### src/rtl/cram_cfg_loader.sv
// CRAM chain master: LOAD serialises wr_data words into the chain; READ rotates the chain once and returns its bits as words.
// Latency: a word's MSB reaches cfg_data one cycle after its handshake. A full capture register with rd_valid unaccepted stalls the chain.
module cram_cfg_loader #(
  parameter int CHAIN_LEN = 320,
  parameter int WORD_W    = 8
) (
  input  logic              clk,
  input  logic              nrst,
  input  logic              start,
  input  logic              rb_mode,
  input  logic [WORD_W-1:0] wr_data,
  input  logic              wr_valid,
  output logic              wr_ready,
  output logic [WORD_W-1:0] rd_data,
  output logic              rd_valid,
  input  logic              rd_ready,
  output logic              cfg_data,
  output logic              cfg_en,
  input  logic              chain_tail,
  output logic              busy,
  output logic              done
);

  localparam int MAXV = (CHAIN_LEN > WORD_W) ? CHAIN_LEN : WORD_W;
  localparam int CW   = $clog2(MAXV + 1);
  localparam logic [CW-1:0] LEN    = CW'(CHAIN_LEN);
  localparam logic [CW-1:0] LEN_M1 = CW'(CHAIN_LEN - 1);
  localparam logic [CW-1:0] WLEN   = CW'(WORD_W);
  localparam logic [CW-1:0] ONE    = CW'(1);

  typedef enum logic [1:0] {S_IDLE, S_LOAD, S_READ, S_FIN} state_t;

  state_t            state_q, state_d;
  logic [CW-1:0]     bit_cnt, acc_cnt, sh_cnt, cap_cnt;
  logic [CW-1:0]     rem, nbits;
  logic [WORD_W-1:0] shreg, cap;
  logic              ld_en_q, ld_dat_q;
  logic              wr_hs, cap_full, rd_stall, xfer;

  always_comb begin
    rem      = LEN - acc_cnt;
    nbits    = (rem >= WLEN) ? WLEN : rem;
    wr_ready = (state_q == S_LOAD) && (sh_cnt == '0) && (acc_cnt < LEN);
    wr_hs    = wr_ready && wr_valid;
    // Final partial word counts as full once the last chain bit is captured.
    cap_full = (cap_cnt == WLEN) || ((bit_cnt == LEN) && (cap_cnt != '0));
    rd_stall = cap_full && rd_valid && !rd_ready;
    xfer     = (state_q == S_READ) && cap_full && !rd_stall;
    cfg_en   = 1'b0;
    cfg_data = 1'b0;
    case (state_q)
      S_LOAD: begin
        cfg_en   = ld_en_q;
        cfg_data = ld_dat_q;
      end
      S_READ: begin
        cfg_en   = (bit_cnt < LEN) && !rd_stall;
        cfg_data = chain_tail;
      end
      default: ;
    endcase
    busy    = (state_q == S_LOAD) || (state_q == S_READ);
    done    = (state_q == S_FIN);
    state_d = state_q;
    case (state_q)
      S_IDLE: if (start) state_d = rb_mode ? S_READ : S_LOAD;
      S_LOAD: if (ld_en_q && (bit_cnt == LEN_M1)) state_d = S_FIN;
      S_READ: if ((bit_cnt == LEN) && (cap_cnt == '0) && (!rd_valid || rd_ready)) state_d = S_FIN;
      default: state_d = S_IDLE;
    endcase
  end

  always_ff @(posedge clk or negedge nrst) begin
    if (!nrst) state_q <= S_IDLE;
    else       state_q <= state_d;
  end

  always_ff @(posedge clk or negedge nrst) begin
    if (!nrst) begin
      bit_cnt  <= '0;
      acc_cnt  <= '0;
      sh_cnt   <= '0;
      cap_cnt  <= '0;
      shreg    <= '0;
      cap      <= '0;
      ld_en_q  <= 1'b0;
      ld_dat_q <= 1'b0;
      rd_data  <= '0;
      rd_valid <= 1'b0;
    end else begin
      case (state_q)
        S_IDLE: begin
          bit_cnt  <= '0;
          acc_cnt  <= '0;
          sh_cnt   <= '0;
          cap_cnt  <= '0;
          ld_en_q  <= 1'b0;
          rd_valid <= 1'b0;
        end
        S_LOAD: begin
          if (ld_en_q) bit_cnt <= bit_cnt + ONE;
          if (sh_cnt != '0) begin
            ld_dat_q <= shreg[WORD_W-1];
            shreg    <= shreg << 1;
            sh_cnt   <= sh_cnt - ONE;
            ld_en_q  <= 1'b1;
          end else if (wr_hs) begin
            // Bits beyond the chain length in the last word are never counted in.
            ld_dat_q <= wr_data[WORD_W-1];
            shreg    <= wr_data << 1;
            sh_cnt   <= nbits - ONE;
            acc_cnt  <= acc_cnt + nbits;
            ld_en_q  <= 1'b1;
          end else begin
            ld_en_q  <= 1'b0;
          end
        end
        S_READ: begin
          if (cfg_en) bit_cnt <= bit_cnt + ONE;
          if (xfer) begin
            rd_data  <= cap << (WLEN - cap_cnt);
            rd_valid <= 1'b1;
            cap      <= cfg_en ? WORD_W'(chain_tail) : '0;
            cap_cnt  <= cfg_en ? ONE : '0;
          end else begin
            if (rd_ready) rd_valid <= 1'b0;
            if (cfg_en) begin
              cap     <= (cap << 1) | WORD_W'(chain_tail);
              cap_cnt <= cap_cnt + ONE;
            end
          end
        end
        default: begin
          ld_en_q  <= 1'b0;
          rd_valid <= 1'b0;
        end
      endcase
    end
  end

endmodule
### config.mk
export PLATFORM = sky130hd
export DESIGN_NAME = cram_cfg_loader
export DESIGN_NICKNAME = d
export VERILOG_FILES = /design/src/rtl/cram_cfg_loader.sv
export SDC_FILE = /design/constraint.sdc
export NUM_CORES = 1
export LEC_CHECK = 0
export ABC_AREA = 1
export BUFFER_PORTS_ARGS = -buffer_cell sky130_fd_sc_hd__buf_2
export CELL_PAD_IN_SITES_DETAIL_PLACEMENT = 1
export CELL_PAD_IN_SITES_GLOBAL_PLACEMENT = 2
export CORE_ASPECT_RATIO = 0.75
export CORE_MARGIN = 2
export CORE_UTILIZATION = 35
export CTS_CLUSTER_DIAMETER = 80
export DETAILED_ROUTE_END_ITERATION = 6
export PLACE_DENSITY_LB_ADDON = 0.1
export SETUP_SLACK_MARGIN = 0.1
export SYNTH_ARGS = -nofsm -noshare
export SYNTH_HDL_FRONTEND = slang
export SYNTH_SLANG_ARGS = --single-unit
### constraint.sdc
create_clock -name clk -period 3.3 [get_ports clk]
set_input_delay 0.33 -clock clk [delete_from_list [all_inputs] [get_ports clk]]
set_output_delay 0.33 -clock clk [all_outputs]
set_load 0.05 [all_outputs]
==> metrics.yaml, run 1 <==
yosys.cell_count.top_type: "nand2_1"
die_x_um: 131
wl_met2_um: 5020
cts_tree: "built"
dpl.cell_count: 764
synth-compound-area-share_pct: 13.9
r2r-start: "acc_cnt[0]"
dr.pass1.iters: 4
grt_pass1_wl_um: 20800
sw_frac_of_total_pct: 46.2
dpl-instance-area_sq_mm: 0.00457
portBuffers: 28
postSynthCellCount: 580
remaining_drc_errors: 0
p_int_mw: 2.41
p_per_area_mw_per_mm2: 910
synth_top_family_by_area: "simple AND/OR/NAND/NOR gates"
worst_pin_slew_ps: 857
syn-num-nets: 610
initial_utilization_pct: 36.3
clkPwrFrac_pct: 25.6
synth_area_leaders: "dfrtp_1, nand2_1, inv_1"
fin_total_pwr_mw: 4.48
antenna_found_initial: 0
antenna_left: 0
critPathKind: "reg2reg"
synth_top_cell_area_share_pct: 37.6
synth_cell_types: 46
stdcell_area_sq_mm: 0.00492
fp-row-count: 34
rsz0062_at_grt: "false"
antenna_cells: 0
ys_top_cells_by_count: "nand2_1, dfrtp_1, inv_1, nand3_1, nor2_1"
finClkSkew_ps: 10.1
post_layout_nonfiller_instances: 780
seqPwrFrac_pct: 26.0
hold_violations: 0
die_area_sq_mm: 0.0131
critPathLaunch: "acc_cnt[0]"
fin_tns_setup_ps: 0
outcome: "complete, no violations"
slew_viol_final: 0
gr-usage-all-layers_pct: 19.8
final_nets: 643
wl_met1_um: 6470
synth_mux_area_share_pct: 0
die_h_um: 99.5
yosys_warnings: 0
root_buffer: "clkbuf_16"
maxCapViolCount: 0
cts.clk_slew.worst_paths_ps: 60
htree_levels: 3
combPwrFrac_pct: 48.4
cts_setup_buffers: 0
clock_latency_ps: 340
synth_area_sq_mm: 0.00426
area_delta_synth_final_pct: 15.6
worstPathMaxFanout: 9
period_share_pct: 87.1
worstSetupEndpointType: "flip-flop"
drive_gt1_share_pct: 16.7
postRouteWirelength_um: 12000
p_sw_mw: 2.07
seq_area_frac_synth_pct: 37.6
grt_max_degree: 65
routed-wl-met3_um: 377
cts_hold_buf: 0
yosysTopAreaCell: "dfrtp_1"
wl_per_cell_um: 15.4
arrival_ps: 3100
routabilityCongestion: 0.823
core_sq_mm: 0.0117
cts-buffers-inserted: 9
clock_path_buffers: 2
place_hpwl_um: 9150
synth_edf_count: 0
ys_seq_elements: 64
gr-total-overflow: 0
vias: 3881
peakVddDrop_mv: 0.256
synth_xor_area_share_pct: 1.85
rrSetupSlack_ps: 430
worst_setup_path_start_kind: "flip-flop"
io_pins: 29
drt_iter0_drc: 153
leakagePower_nw: 2.36
async_flop_share_pct: 100
min_period_ps: 2870
grt_pass1_vias: 4069
post_cts_resized: 0
synth.avg_cell_area_sq_um: 7.34
synthAdderAreaFrac_pct: 4.41
vias_per_cell: 4.98
required_ps: 3530
ys.flop_type: "dfrtp_1"
slew_headroom_pct: 42.9
fmaxAchievable_ghz: 0.348
clock_sinks: 64
setup_viol: 0
min_path_type: "in2async"
top_layer: "met4"
yosys.area_share.simple_pct: 34.1
## layout by cell type, fill, tap and decap left out, types with 3 or more instances in the layout
| master | n |
|---|---|
| a21oi_1 | 21 |
| bufinv_16 | 3 |
| clkbuf_16 | 9 |
| o21ai_1 | 15 |
| buf_4 | 6 |
| nand4_1 | 10 |
| nand2_1 | 157 |
| or2_2 | 7 |
| nand3_1 | 46 |
| o22ai_1 | 3 |
| o21ai_0 | 38 |
| nor2_2 | 8 |
| inv_1 | 63 |
| nor2_1 | 41 |
| a31oi_1 | 7 |
| nand2_2 | 7 |
| ha_1 | 14 |
| inv_2 | 4 |
| xor2_1 | 7 |
| nor2_4 | 6 |
| buf_2 | 28 |
| nand3_2 | 6 |
| nor3_1 | 10 |
| o21ai_2 | 3 |
| dfrtp_1 | 64 |
## routing by layer
| layer | track usage (%) | up-vias |
|---|---|---|
| met1 | 27.8 | 1862 |
| met3 | 3.98 | 12 |
| met5 | 0 | - |
| met2 | 31.3 | 43 |
| met4 | 5.27 | 0 |
| li1 | - | 1964 |
## worst paths after layout
| check | endpoint | depth (start not counted) |
|---|---|---|
| worst max register to register | acc_cnt[5] | 17 |
| worst min-delay path | sh_cnt[4] | 2 |
| worst min register to register | rd_data[4] | 2 |
| worst max-delay path | acc_cnt[5] | 17 |
| min in group clk | shreg[1] | 2 |
| max in group asynchronous | acc_cnt[6] | 2 |
## per-stage QoR
step	util [%]	hold WS, ps	worst slack [ps]
6_report	41.9	176	425
3_3_place_gp	38.9	461	503
3_5_place_dp	38.9	462	367
2_1_floorplan	-	34.4	810
5_1_grt	41.9	242	114
4_1_cts	41.9	226	350
## power by group through the flow
stage | Combinational, mW | Sequential (mW) | Clock [mW]
after global routing | 2.46 | 1.20 | 1.20
after floorplan | 1.59 | 1.20 | 0
after global placement | 2.11 | 1.17 | 0
after CTS | 2.20 | 1.17 | 1.17
after detailed placement | 2.18 | 1.18 | 0
final | 2.17 | 1.17 | 1.15
## worst max-delay path, stage by stage, from the launching register on
cell and delay, ps:
dfrtp_1 370, inv_1 210, ha_2 270, inv_1 70, nor2_2 140, nand2_1 60
nand2_1 80, nand3_2 80, nor2_4 160, nand3_4 160, nor3_2 210, ha_1 300
nand3_1 90, nand3_1 170, nand2_1 140, nand3b_1 90, nand3_1 90, nand2_1 60
## layout make-up
| type | instances | area (sq um) |
|---|---|---|
| Tap cell | 162 | 203 |
| Inverter | 70 | 264 |
| Fill cell | 1500 | 6820 |
| Clock inverter | 6 | 114 |
| Multi-Input combinational cell | 434 | 2320 |
| Clock buffer | 10 | 239 |
| Sequential cell | 64 | 1600 |
| Timing Repair Buffer | 34 | 185 |
## sequential cells by signal, indices dropped and copies added, names as in the netlist
register,flops
acc_cnt,9
bit_cnt,9
cap_cnt,9
sh_cnt,9
cap,8
rd_data,8
shreg,7
state_q,2
ld_dat_q,1
ld_en_q,1
rd_valid,1
## kinds of logic after synthesis
| family | count (synthesis) |
|---|---|
| AO/OA/AOI/OAI | 101 |
| buffers and inverters | 82 |
| AND/OR/NAND/NOR | 308 |
| other | 1 |
| XOR/XNOR | 9 |
| adder cells (fa/ha/maj) | 15 |
| flip-flops | 64 |
No activity file was read; power rests on OpenSTA's default activity.
==> inputs of run 2 (changes only) <==
--- a/config.mk
+++ b/config.mk
@@ -5,7 +5,6 @@
 export SDC_FILE = /design/constraint.sdc
 export NUM_CORES = 1
 export LEC_CHECK = 0
-export ABC_AREA = 1
 export BUFFER_PORTS_ARGS = -buffer_cell sky130_fd_sc_hd__buf_2
 export CELL_PAD_IN_SITES_DETAIL_PLACEMENT = 1
 export CELL_PAD_IN_SITES_GLOBAL_PLACEMENT = 2
==> run 2 against run 1 <==
  * Sequential share of layout area decreased by 0.78 points
  * Clock-buffer cell count decreased by 1
  * Register-to-register slack got worse by 260 ps
  * Setup slack got worse by 260 ps
  * Synthesized cell count decreased by 19%
  * Clock skew decreased by 0.70 ps
  * Non-clock buffer count increased by 23
  * Via count decreased by 4.2%
  * Power decreased by 10%
  * Largest power group unchanged
==> metrics.yaml, run 2 <==
outcome: "complete, no violations"  # unchanged
area_delta_synth_final_pct: 20.4  # was 15.6%
slew_headroom_pct: 36.2  # was 42.9%
rsz0062_at_grt: "true"  # was false
critical-path-top-delay-family: "compound AO/OA/AOI/OAI gates"  # was simple AND/OR/NAND/NOR gates
seq_area_frac_synth_pct: 38.2  # was 37.6%
yosys_warnings: 0  # unchanged
layout_common_cells: "dfrtp_1, nand2_1, o21ai_0"  # was nand2_1, dfrtp_1, inv_1
maxCapViolCount: 0  # unchanged
io_pins: 29  # unchanged
setup_viol: 0  # unchanged
worst-path-buf-inv: 2  # unchanged
cts.clk_slew.worst_paths_ps: 60  # about the same
fp-row-count: 34  # unchanged
final_common_cell: "dfrtp_1"  # was nand2_1
worst_setup_path_start_kind: "flip-flop"  # unchanged
synth_top_cell_area_share_pct: 38.2  # was 37.6%
fmaxAchievable_ghz: 0.319  # was 0.348 GHz
cp_slowest_cell: "a222oi_1"  # was dfrtp_1
remaining_drc_errors: 0  # unchanged
peakVddDrop_mv: 0.387  # was 0.256 mV
arrival_ps: 3390  # was 3100 ps
syn-num-nets: 499  # was 610
vias_per_cell: 5.46  # was 4.98
root_buffer: "clkbuf_16"  # unchanged
dr.pass1.iters: 4  # unchanged
grt_pass1_wl_um: 20000  # was 20800 um
min_period_ps: 3130  # was 2870 ps
routabilityCongestion: 0.814  # was 0.823
finClkSkew_ps: 9.43  # was 10.1 ps
async_flop_share_pct: 100  # unchanged
worstSetupEndpointType: "flip-flop"  # unchanged
ys_seq_elements: 64  # unchanged
antenna_left: 0  # unchanged
r2r-start: "acc_cnt[1]"  # was acc_cnt[0]
synth_cell_types: 71  # was 46
drt_iter0_drc: 209  # was 153
worstPathMaxFanout: 6  # was 9
final_nets: 544  # was 643
initial_utilization_pct: 35.9  # was 36.3%
wl_per_cell_um: 17.7  # was 15.4 um
synth_edf_count: 0  # unchanged
cts_tree: "built"  # unchanged
rr_worst_depth: 13  # was 17
post_layout_nonfiller_instances: 681  # was 780
synth.avg_cell_area_sq_um: 8.93  # was 7.34 sq um
timing.rr.end: "acc_cnt[4]"  # was acc_cnt[5]
antenna_found_initial: 0  # unchanged
ys.flop_type: "dfrtp_1"  # unchanged
place_hpwl_um: 8660  # was 9150 um
postSynthCellCount: 469  # was 580
clock_latency_ps: 340  # about the same
cpPeakStageDelay_ps: 420  # was 370 ps
min_path_type: "in2async"  # unchanged
postRouteWirelength_um: 12100  # was 12000 um
yosys.cell_count.top_type: "dfrtp_1"  # was nand2_1
post-place-ws_ps: 149  # was 367 ps
critPathKind: "reg2reg"  # unchanged
die_area_sq_mm: 0.0129  # was 0.0131 sq mm
dpl.cell_count: 659  # was 764
portBuffers: 28  # unchanged
synth_area_sq_mm: 0.00419  # was 0.00426 sq mm
worst_pin_slew_ps: 956  # was 857 ps
yosysTopAreaCell: "dfrtp_1"  # unchanged
clock_path_buffers: 2  # unchanged
clock_sinks: 64  # unchanged
die_x_um: 130  # was 131 um
leakagePower_nw: 2.33  # was 2.36 nW
gr-total-overflow: 0  # unchanged
die_h_um: 98.8  # was 99.5 um
required_ps: 3560  # was 3530 ps
cts-buffers-inserted: 9  # unchanged
cts_hold_buf: 0  # unchanged
rrSetupSlack_ps: 170  # was 430 ps
period_share_pct: 94.8  # was 87.1%
gr-usage-all-layers_pct: 19.8  # about the same
grt_max_degree: 41  # was 65
drive_gt1_share_pct: 20.0  # was 16.7%
grt_pass1_vias: 3806  # was 4069
slew_viol_final: 0  # unchanged
htree_levels: 3  # unchanged
cp_cell_sequence: "inv_2 -> ha_4 -> nor2b_4 -> a211o_1 -> a222oi_1 -> and2_4 -> inv_6 -> a21o_1 -> ha_2 -> a41o_1 -> a221o_1 -> or2_1 -> a31oi_1"  # was inv_1 -> ha_2 -> inv_1 -> nor2_2 -> nand2_1 -> nand2_1 -> nand3_2 -> nor2_4 -> nand3_4 -> nor3_2 -> ha_1 -> nand3_1 -> nand3_1 -> nand2_1 -> nand3b_1 -> nand3_1 -> nand2_1
hold_violations: 0  # unchanged
setup_ws_ps: 170  # was 425 ps
core_sq_mm: 0.0117  # about the same
ys_top_cells_by_count: "dfrtp_1, nand2_1, o21ai_0, nand3_1, nor2_1"  # was nand2_1, dfrtp_1, inv_1, nand3_1, nor2_1
p_per_area_mw_per_mm2: 798  # was 910 mW/mm^2
antenna_cells: 0  # unchanged
synth_area_leaders: "dfrtp_1, mux2i_1, nand2_1"  # was dfrtp_1, nand2_1, inv_1
vias: 3719  # was 3881
run 2: changes by cell type in the layout (fill, tap and decap cells not counted), sizes merged, moves of 5 or more:
cell,change
nand4,-11
a21oi,-5
nand2,-111
buf,+23
and3,+10
nand3,-24
o21ai,-17
nand2b,+10
a22o,+14
o31ai,+13
nor2,-28
inv,-46
mux2i,+21
run 2: how the worst max path moves through the flow:
| stage | cells after the start | endpoint | from | slack [ps] |
|---|---|---|---|---|
| finish | 13 | acc_cnt[4] | acc_cnt[1] | 170 |
| global route | 13 | acc_cnt[4] | acc_cnt[1] | -10 |
| floorplan | 13 | acc_cnt[4] | acc_cnt[0] | -7 |
| CTS | 13 | acc_cnt[4] | acc_cnt[0] | 120 |
| detailed placement | 13 | acc_cnt[4] | acc_cnt[0] | 150 |
| global placement | 12 | acc_cnt[4] | acc_cnt[1] | 230 |
run 2: routing by layer:
metal	up-vias	track usage [%]	share of wire, %
met5	-	0	0
met4	0	3.93	0.65
met3	6	4.67	3.2
met2	55	28.4	42
met1	1839	30.4	54
li1	1819	-	-
run 2: cell type report:
class,count,area (sq um)
Fill cell,1361,6610
Multi-Input combinational cell,361,2450
Sequential cell,64,1600
Timing Repair Buffer,57,358
Clock buffer,9,225
Tap cell,162,203
Clock inverter,7,119
Inverter,21,83.8
run 2: what timing repair did:
| item | 4_1_cts | 5_1_grt |
|---|---|---|
| endpoints found under the hold margin | 0 | 0 |
| setup endpoints to repair | 0 | 9 |
| setup buffers | 0 | 6 |
| resized for setup | 0 | 7 |
run 2: where the power goes:
part | leakage, nW | total [mW] | switching [mW] | internal (mW)
logic | 1.29 | 1.82 | 1.20 | 0.619
registers | 0.872 | 1.09 | 0.146 | 0.940
clock network | 0.162 | 1.12 | 0.378 | 0.739
total | 2.33 | 4.02 | 1.73 | 2.30
run 2: cell families (layout without fill, tap and decap cells):
| group | Yosys count | in the layout | share of synthesized area, % |
|---|---|---|---|
| other | 1 | 1 | 0.0895 |
| XOR/XNOR | 9 | 9 | 1.88 |
| multiplexers | 25 | 25 | 6.36 |
| flip-flops | 64 | 64 | 38.2 |
| adder cells (fa/ha/maj) | 15 | 15 | 4.48 |
| AND/OR/NAND/NOR | 174 | 174 | 21.6 |
| AO/OA/AOI/OAI | 137 | 137 | 22.9 |
| buffers and inverters | 44 | 94 | 4.48 |
run 2: stage by stage:
step | hold slack [ps] | cell area [sq um] | TNS, ps | utilization, % | power, mW
after floorplan | 34.4 | 4210 | -6.66 | - | 2.32
after global placement | 461 | 4630 | 0 | 39.7 | 2.83
after detailed placement | 470 | 4630 | 0 | 39.7 | 2.88
after CTS | 191 | 4970 | 0 | 42.6 | 4.02
after global routing | 206 | 5040 | -13.9 | 43.3 | 4.31
final | 148 | 5040 | 0 | 43.3 | 4.02
